File: src/rtl/cpu_wishbone_master_if.sv
// Wishbone classic bus bundle between the CPU bridge and a slave.
// master drives addr/data/we/sel/stb/cyc; slave returns data and ack.
interface cpu_wishbone_master_if;
  logic [31:0] wishbone_addr_o;
  logic [31:0] wishbone_data_o;
  logic        wishbone_we_o;
  logic [3:0]  wishbone_sel_o;
  logic        wishbone_stb_o;
  logic        wishbone_cyc_o;
  logic [31:0] wishbone_data_i;
  logic        wishbone_ack_i;

  modport master (
    output wishbone_addr_o,
    output wishbone_data_o,
    output wishbone_we_o,
    output wishbone_sel_o,
    output wishbone_stb_o,
    output wishbone_cyc_o,
    input  wishbone_data_i,
    input  wishbone_ack_i
  );

  modport slave (
    input  wishbone_addr_o,
    input  wishbone_data_o,
    input  wishbone_we_o,
    input  wishbone_sel_o,
    input  wishbone_stb_o,
    input  wishbone_cyc_o,
    output wishbone_data_i,
    output wishbone_ack_i
  );
endinterface

File: src/rtl/cpu_wishbone_master.sv
// CPU memory port to Wishbone classic master; one bus cycle per request.
// Ports: clk, rst_n, cpu_* request, stall/flush, err_o, wb master modport.
// Optional WB_TIMEOUT_EN: abort a BUSY cycle after TIMEOUT_CYCLES, pulse err_o.
module cpu_wishbone_master #(
  parameter int unsigned TIMEOUT_CYCLES = 255,
  parameter int unsigned TIMEOUT_W      = 8
) (
  input  logic        clk,
  input  logic        rst_n,
  input  logic        cpu_ce_i,
  input  logic        cpu_we_i,
  input  logic [31:0] cpu_addr_i,
  input  logic [3:0]  cpu_sel_i,
  input  logic [31:0] cpu_data_i,
  output logic [31:0] cpu_data_o,
  input  logic        stall_i,
  input  logic        flush_i,
  output logic        stall_req_o,
  output logic        err_o,
  cpu_wishbone_master_if.master wb
);

  typedef enum logic [1:0] {
    IDLE = 2'd0,
    BUSY = 2'd1,
    HOLD = 2'd2
  } state_t;

  state_t      state, state_n;
  logic [31:0] rd_buf, rd_buf_n;
  logic        start;
  logic        drop;

`ifdef WB_TIMEOUT_EN
  localparam logic [TIMEOUT_W-1:0] TMO_LAST =
    TIMEOUT_W'(TIMEOUT_CYCLES - 1);

  logic [TIMEOUT_W-1:0] cnt;

  always_ff @(posedge clk or negedge rst_n) begin
    if (!rst_n) begin
      cnt <= '0;
    end else if (start) begin
      cnt <= '0;
    end else if (state == BUSY && !wb.wishbone_ack_i) begin
      cnt <= cnt + 1'b1;
    end
  end
`endif

  always_ff @(posedge clk or negedge rst_n) begin
    if (!rst_n) begin
      state <= IDLE;
    end else begin
      state <= state_n;
    end
  end

  always_comb begin
    state_n     = state;
    rd_buf_n    = rd_buf;
    stall_req_o = 1'b0;
    cpu_data_o  = '0;
    err_o       = 1'b0;
    start       = 1'b0;
    drop        = 1'b0;
    unique case (state)
      IDLE: begin
        if (cpu_ce_i && !flush_i) begin
          stall_req_o = 1'b1;
          start       = 1'b1;
          state_n     = BUSY;
        end
      end
      BUSY: begin
        if (flush_i) begin
          drop    = 1'b1;
          state_n = IDLE;
        end else if (wb.wishbone_ack_i) begin
          cpu_data_o = wb.wishbone_we_o ? 32'h0
                                        : wb.wishbone_data_i;
          rd_buf_n   = cpu_data_o;
          drop       = 1'b1;
          state_n    = stall_i ? HOLD : IDLE;
`ifdef WB_TIMEOUT_EN
        end else if (cnt == TMO_LAST) begin
          err_o   = 1'b1;
          drop    = 1'b1;
          state_n = IDLE;
`endif
        end else begin
          stall_req_o = 1'b1;
        end
      end
      HOLD: begin
        cpu_data_o = rd_buf;
        if (!stall_i || flush_i) begin
          state_n = IDLE;
        end
      end
      default: begin
        state_n = IDLE;
      end
    endcase
    // keep the pipeline free while reset is asserted
    if (!rst_n) begin
      stall_req_o = 1'b0;
    end
  end

  always_ff @(posedge clk or negedge rst_n) begin
    if (!rst_n) begin
      wb.wishbone_addr_o <= '0;
      wb.wishbone_data_o <= '0;
      wb.wishbone_we_o   <= 1'b0;
      wb.wishbone_sel_o  <= '0;
      wb.wishbone_stb_o  <= 1'b0;
      wb.wishbone_cyc_o  <= 1'b0;
      rd_buf             <= '0;
    end else begin
      rd_buf <= rd_buf_n;
      if (start) begin
        wb.wishbone_addr_o <= cpu_addr_i;
        wb.wishbone_data_o <= cpu_data_i;
        wb.wishbone_we_o   <= cpu_we_i;
        wb.wishbone_sel_o  <= cpu_sel_i;
        wb.wishbone_stb_o  <= 1'b1;
        wb.wishbone_cyc_o  <= 1'b1;
      end else if (drop) begin
        wb.wishbone_we_o   <= 1'b0;
        wb.wishbone_sel_o  <= '0;
        wb.wishbone_stb_o  <= 1'b0;
        wb.wishbone_cyc_o  <= 1'b0;
      end
    end
  end

endmodule

File: src/flat_wrapper.sv
// flat-port wrapper written by rule: the top's interface ports become plain ports
module cpu_wishbone_master_flat 
#(
  parameter int unsigned TIMEOUT_CYCLES = 255,
  parameter int unsigned TIMEOUT_W      = 8
)
  (clk, rst_n, cpu_ce_i, cpu_we_i, cpu_addr_i, cpu_sel_i, cpu_data_i, cpu_data_o, stall_i, flush_i, stall_req_o, err_o, wb_wishbone_addr_o, wb_wishbone_data_o, wb_wishbone_we_o, wb_wishbone_sel_o, wb_wishbone_stb_o, wb_wishbone_cyc_o, wb_wishbone_data_i, wb_wishbone_ack_i);
  cpu_wishbone_master_if wb_i ();
  input  logic clk;
  input  logic rst_n;
  input  logic cpu_ce_i;
  input  logic cpu_we_i;
  input  logic [31:0] cpu_addr_i;
  input  logic [3:0] cpu_sel_i;
  input  logic [31:0] cpu_data_i;
  output logic [31:0] cpu_data_o;
  input  logic stall_i;
  input  logic flush_i;
  output logic stall_req_o;
  output logic err_o;
  output wire logic [$bits(wb_i.wishbone_addr_o)-1:0] wb_wishbone_addr_o;
  output wire logic [$bits(wb_i.wishbone_data_o)-1:0] wb_wishbone_data_o;
  output wire logic [$bits(wb_i.wishbone_we_o)-1:0] wb_wishbone_we_o;
  output wire logic [$bits(wb_i.wishbone_sel_o)-1:0] wb_wishbone_sel_o;
  output wire logic [$bits(wb_i.wishbone_stb_o)-1:0] wb_wishbone_stb_o;
  output wire logic [$bits(wb_i.wishbone_cyc_o)-1:0] wb_wishbone_cyc_o;
  input wire logic [$bits(wb_i.wishbone_data_i)-1:0] wb_wishbone_data_i;
  input wire logic [$bits(wb_i.wishbone_ack_i)-1:0] wb_wishbone_ack_i;
  assign wb_wishbone_addr_o = wb_i.wishbone_addr_o;
  assign wb_wishbone_data_o = wb_i.wishbone_data_o;
  assign wb_wishbone_we_o = wb_i.wishbone_we_o;
  assign wb_wishbone_sel_o = wb_i.wishbone_sel_o;
  assign wb_wishbone_stb_o = wb_i.wishbone_stb_o;
  assign wb_wishbone_cyc_o = wb_i.wishbone_cyc_o;
  assign wb_i.wishbone_data_i = wb_wishbone_data_i;
  assign wb_i.wishbone_ack_i = wb_wishbone_ack_i;
  cpu_wishbone_master #(.TIMEOUT_CYCLES(TIMEOUT_CYCLES), .TIMEOUT_W(TIMEOUT_W)) u_core (.clk(clk), .rst_n(rst_n), .cpu_ce_i(cpu_ce_i), .cpu_we_i(cpu_we_i), .cpu_addr_i(cpu_addr_i), .cpu_sel_i(cpu_sel_i), .cpu_data_i(cpu_data_i), .cpu_data_o(cpu_data_o), .stall_i(stall_i), .flush_i(flush_i), .stall_req_o(stall_req_o), .err_o(err_o), .wb(wb_i));
endmodule
File: config.mk
export PLATFORM = sky130hd
export DESIGN_NAME = cpu_wishbone_master_flat
export DESIGN_NICKNAME = d
export VERILOG_FILES = /design/src/rtl/cpu_wishbone_master_if.sv /design/src/rtl/cpu_wishbone_master.sv /design/src/flat_wrapper.sv
export SDC_FILE = /design/constraint.sdc
export NUM_CORES = 1
export LEC_CHECK = 0
export ABC_AREA = 1
export ABC_CLOCK_PERIOD_IN_PS = 1900
export BUFFER_PORTS_ARGS = -buffer_cell sky130_fd_sc_hd__buf_2
export CELL_PAD_IN_SITES_DETAIL_PLACEMENT = 0
export CELL_PAD_IN_SITES_GLOBAL_PLACEMENT = 1
export CORE_MARGIN = 2
export CORE_UTILIZATION = 30
export CTS_BUF_LIST = sky130_fd_sc_hd__clkbuf_8
export CTS_CLUSTER_DIAMETER = 200
export DETAILED_ROUTE_END_ITERATION = 7
export GPL_TIMING_DRIVEN = 0
export PLACE_DENSITY = 0.77
export SLEW_MARGIN = 30
export SYNTH_ARGS = -nofsm -noshare
export SYNTH_HDL_FRONTEND = slang
export SYNTH_SLANG_ARGS = --single-unit
export TNS_END_PERCENT = 10
File: constraint.sdc
create_clock -name clk -period 1.9 [get_ports clk]
set_clock_uncertainty 0.15 [all_clocks]
set_input_delay 0.57 -clock clk [delete_from_list [all_inputs] [get_ports clk]]
set_output_delay 0.57 -clock clk [all_outputs]
set_load 0.05 [all_outputs]
==> run summary, run 1 <==
## Placement
- **GP Congestion** 0.802
- **IO buf count** 210
- **placed instance area** 6350 um^2
- **half-perimeter wire length after detailed placement** 10.4 mm
- **worst setup slack before clock tree synthesis** -0.617 ns

## Cells and area
- **filler cell count in the final layout** 1,396
- **layout cells sized above 1** 0.442
- **nets** 885
- **Synth-to-Final Area Change** 62.1%
- **count of inserted antenna diode cells** 0
- **Post-Layout Inst Area** 7220 um^2

## Yosys
- **number of flip-flops and latches in the synthesized netlist** 104
- **synthesized instance count** 538
- **Distinct cells, synth** 19
- **Post-Syn Nets** 649
- **number of warnings reported in the yosys synthesis log** 0
- **sequential element share of the synthesized area** 0.584
- **summed instance area of the synthesized netlist** 4450 um^2
- **Synth Area per Inst** 8.28 um^2

## Outcome
- **violated checks** hold timing, setup timing
- **status** finished, violations left

## Timing
- **RSZ-0062 raised after global routing** yes
- **Worst Hold Slack** -0.0757 ns
- **highest clock frequency the design can meet** 376 MHz
- **part of the cycle the worst path needs** 1.40
- **final setup fails** 33
- **final hold viol count** 36
- **time the final worst path needs with I/O delays and setup** 2.66 ns
- **Final Slew Violations** 0
- **final critical-path setup slack** -0.762 ns

## Worst setup path
- **worst setup path endpoint** cpu_data_o[11]
- **required time at the worst-slack endpoint** 1.18 ns
- **type of origin of the critical path** register
- **FF-to-FF Start** u_core.state[0]$_DFFE_PN0P_
- **data arrival time of the critical path** 1.94 ns
- **depth of the most critical reg-to-reg path** 8
- **minimum setup slack among reg-to-reg paths** 0.13 ns
- **top fanout value on the critical path** 5
- **kind of critical path** reg2out
- **critical path capture point type** output pin
- **CP startpoint** u_core.state[1]$_DFFE_PN0P_
- **critical register-to-register path endpoint** u_core.wb.wishbone_addr_o[21]$_DFFE_PN0N_

## Detailed routing
- **DR iter-0 viols** 164
- **number of optimization iterations in the first detailed-route pass** 4
- **via/cell ratio** 4.62
- **count of vias placed by the detailed router** 4,451
- **wire per inst** 14.7 um
- **total wirelength of the detailed-routed design** 14.1 mm
- **number of nets with antenna violations after routing** 0
- **DRC** 0

## CTS
- **number of buffers on the longest clock path** 2
- **TritonCTS clock tree** done
- **total number of H-tree levels** 3
- **CTS Sinks** 104
- **clock-pin slew of the registers on the worst-case setup and hold paths** 0.10 ns
- **root buffer cell** clkbuf_8
- **clock buffers created by TritonCTS** 9
- **Skew-Pair Late Insertion Delay** 0.38 ns

## Die
- **die height** 126 um
- **cell row count** 44
- **placeable core region** 14,500 um^2
- **Die Wd** 126 um
- **Initial Utilization** 0.306
- **count of pins on the block boundary** 212
- **area of the die** 15,800 um^2

## Power and ir drop
- **worst vdd ir** 0.000834 V
- **leakage** 3.60 nW
- **Pwr Density** 1730 nW/um^2

## Min path
- **hold crit path type** in2async

## Global routing
- **wire length of the first global-routing pass** 23.4 mm
- **number of antenna violations at the first check in global routing** 0
- **pin count of the biggest net entering global routing** 70
- **overflow left after global routing** 0
- **GRT Total Usage** 0.183
- **vias in the first global route** 4,714

## Flow run
- **number of max-cap violations** 0

[worst min path at each step]
stage                                               from                                   endpoint  slack [ns]  depth (start not counted)
2_1_floorplan                                      rst_n               u_core.rd_buf[0]$_DFFE_PN0P_        0.12                          0
3_3_place_gp   u_core.wb.wishbone_addr_o[27]$_DFFE_PN0N_  u_core.wb.wishbone_addr_o[27]$_DFFE_PN0N_        0.31                          2
3_5_place_dp   u_core.wb.wishbone_addr_o[17]$_DFFE_PN0N_  u_core.wb.wishbone_addr_o[17]$_DFFE_PN0N_        0.31                          2
4_1_cts                                            rst_n              u_core.rd_buf[12]$_DFFE_PN0P_       -0.08                          1
5_1_grt                                            rst_n              u_core.rd_buf[20]$_DFFE_PN0P_       -0.07                          1
6_report                                           rst_n              u_core.rd_buf[12]$_DFFE_PN0P_       -0.08                          1
[placed cells by master (no fill, tap or decap), types with 4 or more instances in the layout]
| master | count |
|---|---|
| a21oi_4 | 32 |
| clkbuf_8 | 9 |
| o21ai_0 | 38 |
| buf_6 | 37 |
| buf_4 | 18 |
| nand3_1 | 4 |
| dfrtp_1 | 103 |
| nand3_2 | 7 |
| inv_1 | 7 |
| clkbuf_1 | 6 |
| nand3_4 | 24 |
| buf_2 | 181 |
| nand2_1 | 270 |
[registers in the layout, indices dropped and copies added, names as in the netlist]
register and count:
u_core.wb.wishbone_data_o 32, u_core.wb.wishbone_addr_o 32, u_core.wb.wishbone_sel_o 4, u_core.wb.wishbone_we_o 1
u_core.rd_buf 32, u_core.wb.wishbone_stb_o 1, u_core.state 2
[stage by stage]
stage	utilization	TNS [ns]	cells	total power, W
2_1_floorplan	-	-9.22	538	0.00881
6_report	0.497	-23.86	963	0.0125
3_3_place_gp	0.435	-133.60	932	0.0103
4_1_cts	0.493	-24.08	961	0.0126
3_5_place_dp	0.437	-19.76	933	0.0105
5_1_grt	0.497	-27.26	963	0.0132
[worst max-delay path, cell delays in order (launching register included)]
cell and delay (ns):
dfrtp_1 0.41, inv_2 0.08, ha_4 0.14, nand2_4 0.05, nor2_4 0.10, buf_4 0.13
buf_6 0.12, buf_12 0.13, nand3_4 0.08, a21oi_4 0.16, buf_6 0.17
[power by group]
part | switching [W] | internal, W
Combinational | 0.00533 | 0.00202
Sequential | 0.000556 | 0.00325
Clock | 0.000846 | 0.000504
Total | 0.00673 | 0.00578
[timing repair]
item / CTS / global route
pin swaps: 29 / 2
hold endpoints to repair: 36 / 36
setup buffers: 10 / 3
setup endpoints to repair: 33 / 73
gates cloned: 3 / 0
resized for setup: 116 / 17
[synth_stat cells, drive strengths merged]
master | number | share of area
o21ai | 39 | 0.044
ha | 4 | 0.011
buf | 19 | 0.025
inv | 11 | 0.0093
nor2 | 3 | 0.0031
dfrtp | 104 | 0.58
a21boi | 1 | 0.0017
a21oi | 32 | 0.036
conb | 1 | 0.00084
clkbuf | 16 | 0.013
nand4 | 2 | 0.0028
nand3 | 35 | 0.040
nand2 | 271 | 0.23
[layer usage]
layer,track usage,vias up,share of wire
met3,0.0603,14,0.082
li1,-,2177,-
met4,0.0608,0,0.013
met1,0.220,2111,0.42
met5,0,-,0
met2,0.311,149,0.48
[cell type report]
type / count / area [um^2] / share of cell area
Sequential cell: 104 / 2600 / 0.361
Timing Repair Buffer: 226 / 1470 / 0.204
Tap cell: 184 / 230 / 0.0319
Clock inverter: 7 / 63.8 / 0.00884
Buffer: 34 / 308 / 0.0426
Clock buffer: 9 / 124 / 0.0172
Inverter: 11 / 43.8 / 0.00606
Multi-Input combinational cell: 388 / 2370 / 0.329
[cells by family after synthesis]
group | Yosys count | synth area share
simple gates | 311 | 0.275
other cells | 1 | 0.000842
flops | 104 | 0.584
buf+inv | 46 | 0.0475
fa+ha+maj | 4 | 0.0112
compound gates | 72 | 0.0815
Power figures use the tool's default switching activity.
==> inputs of run 2 (changes only) <==
--- a/config.mk
+++ b/config.mk
@@ -11,12 +11,11 @@
 export CELL_PAD_IN_SITES_DETAIL_PLACEMENT = 0
 export CELL_PAD_IN_SITES_GLOBAL_PLACEMENT = 1
 export CORE_MARGIN = 2
-export CORE_UTILIZATION = 30
-export CTS_BUF_LIST = sky130_fd_sc_hd__clkbuf_8
+export CORE_UTILIZATION = 29
 export CTS_CLUSTER_DIAMETER = 200
 export DETAILED_ROUTE_END_ITERATION = 7
 export GPL_TIMING_DRIVEN = 0
-export PLACE_DENSITY = 0.77
+export PLACE_DENSITY = 0.86
 export SLEW_MARGIN = 30
 export SYNTH_ARGS = -nofsm -noshare
 export SYNTH_HDL_FRONTEND = slang
==> run 2 against run 1 <==
Compared with the run above:
- the flow still finishes with violations (hold timing, setup timing)
- utilization fell by 1.1 points
- combinational power barely moved
- critical path depth fell by 1
- register-to-register slack barely moved
- sequential power barely moved
- routed wire length fell by 1.2%
- clock power rose by 41%
- sequential share of layout area fell by 0.52 points
- count of clock-buffer cells in the layout rose by 1
- via count fell by 1.6%
- cell area rose by 1.5%
- cell count rose by 0.31%
- critical path type unchanged
- critical endpoint is now cpu_data_o[17]
==> run summary, run 2 (synthesized netlist as in run 1, its figures left out) <==
## Outcome
- **status** finished, violations left
- **violated checks** hold timing, setup timing

## Detailed routing
- **number of nets with antenna violations after routing** 0
- **via/cell ratio** 4.53
- **number of optimization iterations in the first detailed-route pass** 6
- **DR iter-0 viols** 139
- **total wirelength of the detailed-routed design** 14.0 mm
- **count of vias placed by the detailed router** 4,380
- **wire per inst** 14.5 um
- **DRC** 0

## CTS
- **CTS Sinks** 104
- **TritonCTS clock tree** done
- **clock-pin slew of the registers on the worst-case setup and hold paths** 0.07 ns
- **root buffer cell** clkbuf_16
- **number of buffers on the longest clock path** 2
- **clock buffers created by TritonCTS** 9
- **Skew-Pair Late Insertion Delay** 0.34 ns
- **total number of H-tree levels** 3

## Die
- **cell row count** 45
- **count of pins on the block boundary** 212
- **Initial Utilization** 0.295
- **Die Wd** 128 um
- **placeable core region** 15,100 um^2
- **die height** 128 um
- **area of the die** 16,400 um^2

## Placement
- **IO buf count** 210
- **GP Congestion** 0.766
- **half-perimeter wire length after detailed placement** 9.76 mm
- **worst setup slack before clock tree synthesis** -0.630 ns

## Global routing
- **GRT Total Usage** 0.177
- **overflow left after global routing** 0
- **pin count of the biggest net entering global routing** 64
- **vias in the first global route** 4,402
- **wire length of the first global-routing pass** 23.0 mm
- **number of antenna violations at the first check in global routing** 0

## Worst setup path
- **critical register-to-register path endpoint** u_core.wb.wishbone_addr_o[11]$_DFFE_PN0N_
- **FF-to-FF Start** u_core.state[1]$_DFFE_PN0P_
- **required time at the worst-slack endpoint** 1.18 ns
- **kind of critical path** reg2out
- **top fanout value on the critical path** 3
- **data arrival time of the critical path** 1.86 ns
- **critical path capture point type** output pin
- **CP startpoint** u_core.state[1]$_DFFE_PN0P_
- **minimum setup slack among reg-to-reg paths** 0.14 ns
- **worst setup path endpoint** cpu_data_o[17]
- **type of origin of the critical path** register
- **depth of the most critical reg-to-reg path** 8

## Cells and area
- **count of inserted antenna diode cells** 0
- **most frequent standard cell in the layout excluding fill and tap cells** nand2_1
- **largest registers in the final layout** u_core.rd_buf x32, u_core.wb.wishbone_addr_o x32, u_core.wb.wishbone_data_o x32
- **Synth-to-Final Area Change** 64.5%
- **filler cell count in the final layout** 1,421
- **nets** 884
- **utilization after layout** 0.486
- **layout cells sized above 1** 0.443
- **highest-count cells in the layout ignoring fill and taps** nand2_1, buf_2, dfrtp_1

## Power and ir drop
- **Pwr Density** 1780 nW/um^2
- **leakage** 3.65 nW
- **worst vdd ir** 0.000981 V

## Timing
- **Final Slew Violations** 0
- **part of the cycle the worst path needs** 1.36
- **actual transition at the worst max-transition pin** 0.535 ns
- **RSZ-0062 raised after global routing** yes
- **final setup fails** 33
- **time the final worst path needs with I/O delays and setup** 2.58 ns
- **Worst Hold Slack** -0.0484 ns
- **final critical-path setup slack** -0.684 ns
- **highest clock frequency the design can meet** 387 MHz
- **final hold viol count** 42
- **headroom to the max-slew limit** 0.639

## Flow run
- **number of max-cap violations** 0

## Min path
- **hold crit path type** in2async

-- run 2: cell types whose count changed in the layout (fill, tap and decap cells not counted), moves of 3 or more --
cell	previous run	this run
buf_12	3	0
buf_6	37	31
clkbuf_16	3	12
buf_8	3	11
clkbuf_8	9	2
nand3_2	7	16
nand3_4	24	17
-- run 2: final cells by class --
type                       instances  area, um^2  share of cell area
buffer                            34         298              0.0406
clock buffer                      10         239              0.0326
clock inverter                     6        65.1             0.00888
inverter                          11        46.3             0.00632
multi-input combinational        388        2340               0.320
sequential                       104        2600               0.355
tap                              188         235              0.0321
timing repair buffer             225        1500               0.204
-- run 2: worst max-delay path, cell delays in order, from the launching register on --
cell and delay [ns]:
dfrtp_1 0.40, inv_2 0.08, ha_4 0.14, nand2_4 0.05, nor2_4 0.13, buf_6 0.15
buf_4 0.13, nand3_4 0.07, a21oi_4 0.19, buf_8 0.16
-- run 2: metrics by stage --
stage | power [W] | std cells | hold slack (ns) | cell area, um^2 | setup TNS, ns
3_5_place_dp | 0.0104 | 937 | 0.309 | 6360 | -20.53
5_1_grt | 0.0138 | 966 | -0.0311 | 7330 | -24.48
4_1_cts | 0.0131 | 965 | -0.0402 | 7290 | -21.37
2_1_floorplan | 0.00881 | 538 | 0.124 | 5040 | -9.22
6_report | 0.0130 | 966 | -0.0484 | 7330 | -21.39
3_3_place_gp | 0.0104 | 936 | 0.307 | 6330 | -142.54
-- run 2: how the worst min path moves through the flow --
stage	start	to	slack (ns)	cells after the start
final	rst_n	u_core.rd_buf[5]$_DFFE_PN0P_	-0.05	1
after global placement	u_core.wb.wishbone_data_o[1]$_DFFE_PN0N_	u_core.wb.wishbone_data_o[1]$_DFFE_PN0N_	0.31	2
after global routing	rst_n	u_core.rd_buf[5]$_DFFE_PN0P_	-0.03	1
after CTS	rst_n	u_core.rd_buf[5]$_DFFE_PN0P_	-0.04	1
after detailed placement	u_core.wb.wishbone_data_o[3]$_DFFE_PN0N_	u_core.wb.wishbone_data_o[3]$_DFFE_PN0N_	0.31	2
after floorplan	rst_n	u_core.rd_buf[0]$_DFFE_PN0P_	0.12	0
-- run 2: repair_timing --
item / 4_1_cts / 5_1_grt
setup buffers: 10 / 1
resized for setup: 116 / 12
pin swaps: 34 / 1
setup endpoints to repair: 33 / 72
cloned: 3 / 0
hold endpoints to repair: 42 / 42
-- run 2: power by group --
part / switching, W / internal [W]
logic: 0.00532 / 0.00203
registers: 0.000522 / 0.00326
clock network: 0.000839 / 0.00106
total: 0.00668 / 0.00635
-- run 2: metal layers --
layer  track usage  vias to the layer above  wire length (um)
met1         0.234                     2025              6350
met4        0.0614                        0               276
li1              -                     2182                 -
met3        0.0447                       17               869
met5             0                        -                 0
met2         0.282                      156              6470
==> inputs of run 3 (changes only) <==
--- a/config.mk
+++ b/config.mk
@@ -5,17 +5,16 @@
 export SDC_FILE = /design/constraint.sdc
 export NUM_CORES = 1
 export LEC_CHECK = 0
-export ABC_AREA = 1
 export ABC_CLOCK_PERIOD_IN_PS = 1900
 export BUFFER_PORTS_ARGS = -buffer_cell sky130_fd_sc_hd__buf_2
 export CELL_PAD_IN_SITES_DETAIL_PLACEMENT = 0
 export CELL_PAD_IN_SITES_GLOBAL_PLACEMENT = 1
 export CORE_MARGIN = 2
-export CORE_UTILIZATION = 29
+export CORE_UTILIZATION = 32
 export CTS_CLUSTER_DIAMETER = 200
 export DETAILED_ROUTE_END_ITERATION = 7
 export GPL_TIMING_DRIVEN = 0
-export PLACE_DENSITY = 0.86
+export PLACE_DENSITY = 0.87
 export SLEW_MARGIN = 30
 export SYNTH_ARGS = -nofsm -noshare
 export SYNTH_HDL_FRONTEND = slang
==> run 3 against run 2 <==
Compared with the run above:
- the run still ends with hold timing, setup timing left
- flip-flop and latch count stayed put
- global-route usage is 1.6 points lower
- clock power is 8% lower
- worst setup slack worse by 0.13 ns
- non-clock buffer count is 13 lower
- power is 2.6% lower
- utilization is 2.2 points higher
- register-to-register slack worse by 0.08 ns
- first-iteration DRC count is 32% lower
- critical path depth is 1 lower
- via count is 18% lower
- count of clock-buffer cells in the layout is 3 higher
- largest power group unchanged
==> run summary, run 3 <==
## Power and ir drop
- **part of the total power dissipated in the clock network** 0.138
- **Pwr Density** 1810 nW/um^2
- **proportion of total power due to net switching** 0.478
- **total power draw** 0.0127 W
- **Comb pwr share** 0.552
- **Switch Pwr** 0.00606 W
- **worst vdd ir** 0.00114 V
- **relative contribution of sequential cells to total power** 0.310
- **internal portion of total power** 0.00663 W
- **leakage** 3.54 nW

## Global routing
- **vias in the first global route** 3,706
- **pin count of the biggest net entering global routing** 66
- **number of antenna violations at the first check in global routing** 0
- **GRT Total Usage** 0.161
- **overflow left after global routing** 0
- **wire length of the first global-routing pass** 18.8 mm

## Worst setup path
- **CP top delay family** buffers and inverters
- **CP peak stage delay** 0.37 ns
- **cell with the largest stage delay on the worst path** dfrtp_1
- **type of origin of the critical path** register
- **series of cell instances along the critical path** inv_2, buf_6, ha_4, nor3b_4, buf_6, clkbuf_16, a22o_4, buf_8
- **kind of critical path** reg2out
- **cell repeated most along the worst path** buf_6
- **crit path buf inv count** 5
- **data arrival time of the critical path** 1.99 ns
- **required time at the worst-slack endpoint** 1.18 ns
- **critical path capture point type** output pin
- **top fanout value on the critical path** 6

## Cells and area
- **utilization after layout** 0.508
- **Post-Layout Inst Area** 6990 um^2
- **nets** 694
- **Synth-to-Final Area Change** 55.7%
- **layout cells sized above 1** 0.605
- **filler cell count in the final layout** 1,249
- **largest registers in the final layout** u_core.rd_buf x32, u_core.wb.wishbone_addr_o x32, u_core.wb.wishbone_data_o x32
- **most frequent standard cell in the layout excluding fill and tap cells** buf_2
- **final non-filler cell total** 768
- **highest-count cells in the layout ignoring fill and taps** buf_2, dfrtp_1, mux2_2
- **count of inserted antenna diode cells** 0

## Die
- **count of pins on the block boundary** 212
- **placeable core region** 13,800 um^2
- **die height** 122 um
- **Initial Utilization** 0.326
- **cell row count** 43
- **area of the die** 15,000 um^2
- **Die Wd** 122 um

## Timing
- **time the final worst path needs with I/O delays and setup** 2.71 ns
- **highest clock frequency the design can meet** 369 MHz
- **final setup fails** 34
- **RSZ-0062 raised after global routing** yes
- **part of the cycle the worst path needs** 1.43
- **Final Slew Violations** 0
- **final critical-path setup slack** -0.809 ns
- **Worst Hold Slack** -0.0483 ns
- **final hold viol count** 40

## CTS
- **TritonCTS clock tree** done
- **CTS Sinks** 104
- **root buffer cell** clkbuf_16
- **number of buffers on the longest clock path** 2
- **Skew-Pair Late Insertion Delay** 0.34 ns
- **total number of H-tree levels** 3
- **clock-pin slew of the registers on the worst-case setup and hold paths** 0.07 ns
- **clock buffers created by TritonCTS** 9

## Detailed routing
- **number of nets with antenna violations after routing** 0
- **total wirelength of the detailed-routed design** 12.4 mm
- **wire per inst** 16.2 um
- **count of vias placed by the detailed router** 3,594
- **DR iter-0 viols** 95
- **number of optimization iterations in the first detailed-route pass** 4
- **DRC** 0
- **via/cell ratio** 4.68

## Yosys
- **cells taking the most area after synthesis** dfrtp_1, mux2_2, a22o_1
- **area share of the leading cell type in the synthesized netlist** 0.579
- **Post-Syn Nets** 463
- **most used standard cell by instance count after synthesis** dfrtp_1
- **commonest cells in the synthesized netlist** dfrtp_1, mux2_2, a22o_1, nand2_1, nand2b_1
- **number of enable flip-flop cells after synthesis** 0
- **number of flip-flops and latches in the synthesized netlist** 104
- **most common flop cell mapped by yosys** dfrtp_1
- **Synth Area per Inst** 12.8 um^2
- **summed instance area of the synthesized netlist** 4490 um^2
- **async set-or-reset flop fraction in the synthesized netlist** 1.00
- **Distinct cells, synth** 25
- **number of warnings reported in the yosys synthesis log** 0
- **cell type with the largest total area after synthesis** dfrtp_1
- **sequential element share of the synthesized area** 0.579
- **synthesized instance count** 352

## Placement
- **IO buf count** 210
- **placed instance area** 6090 um^2
- **Inst Count DP** 743
- **half-perimeter wire length after detailed placement** 9.05 mm
- **worst setup slack before clock tree synthesis** -0.845 ns
- **GP Congestion** 0.742

## Min path
- **hold crit path type** in2async

## Outcome
- **status** finished, violations left
- **violated checks** hold timing, setup timing

## Flow run
- **number of max-cap violations** 0

==> run 3: cell count changes after synthesis, moves of 6 or more <==
cell      change
inv_1         -6
buf_2         -7
o21ai_0       -7
nand2b_1     +33
nand3_1      -34
a21oi_1      -32
a22o_1       +37
nand2_1     -237
mux2_2       +64
==> run 3: metrics by stage <==
step	setup TNS, ns	hold WS, ns
2_1_floorplan	-11.59	0.124
3_3_place_gp	-133.75	0.315
3_5_place_dp	-31.31	0.328
4_1_cts	-26.00	-0.0560
5_1_grt	-30.84	-0.0480
6_report	-25.67	-0.0483
==> run 3: cell families (layout without fill, tap and decap cells) <==
logic type               after synthesis  after routing  share of synthesized area
buffers and inverters                 29            265                     0.0368
other                                  1              1                   0.000835
adder cells (fa/ha/maj)                4              4                     0.0111
AO/OA/AOI/OAI                         72             72                      0.114
AND/OR/NAND/NOR                       76             76                     0.0930
multiplexers                          66             66                      0.165
flip-flops                           104            104                      0.579
==> run 3: worst reg2reg max path: stages, from the launching register on <==
cell and delay (ns):
dfrtp_1 0.37, inv_2 0.06, buf_6 0.12, ha_4 0.16, nand3b_1 0.16, buf_6 0.21, buf_8 0.16, mux2_2 0.34
==> run 3: final timing paths <==
kind,depth (start not counted),start,slack (ns),endpoint
setup / recovery,8,u_core.state[1]$_DFFE_PN0P_,-0.81,cpu_data_o[20]
setup reg to reg,7,u_core.state[1]$_DFFE_PN0P_,0.06,u_core.wb.wishbone_data_o[30]$_DFFE_PN0N_
hold reg to reg,2,u_core.rd_buf[17]$_DFFE_PN0P_,0.34,u_core.rd_buf[17]$_DFFE_PN0P_
min in group clk,2,cpu_addr_i[10],0.30,u_core.wb.wishbone_addr_o[10]$_DFFE_PN0N_
max in group asynchronous,2,rst_n,1.02,u_core.wb.wishbone_data_o[30]$_DFFE_PN0N_
hold / removal,1,rst_n,-0.05,u_core.wb.wishbone_data_o[17]$_DFFE_PN0N_
==> run 3: power groups by stage <==
| stage | Sequential, W | Combinational (W) | Clock, W |
|---|---|---|---|
| final | 0.00394 | 0.00700 | 0.00175 |
| after global routing | 0.00406 | 0.00736 | 0.00191 |
| after CTS | 0.00393 | 0.00682 | 0.00181 |
| after detailed placement | 0.00395 | 0.00641 | 0 |
| after global placement | 0.00388 | 0.00629 | 0 |
| after floorplan | 0.00651 | 0.00226 | 0 |
==> run 3: area by class of cell <==
cell class	instances	area, um^2	share of cell area
flip-flops and latches	104	2600	0.372
clock inverters	3	25.0	0.00358
inverters	3	11.3	0.00161
multi-input cells	219	2090	0.298
clock buffers	13	250	0.0358
repair buffers	222	1540	0.219
plain buffers	24	259	0.0370
well taps	180	225	0.0322
==> run 3: repair_timing <==
item                       in CTS  in global routing
pin swaps                       2                  0
setup endpoints to repair      73                 73
setup buffers                   8                  0
gates cloned                    2                  1
resized for setup              99                 45
hold endpoints to repair       40                 40
==> run 3: per-layer routing <==
metal	GRT usage	routed length (um)
met3	0.0488	830
met1	0.205	5200
met5	0	0
met2	0.264	6220
met4	0.0474	162
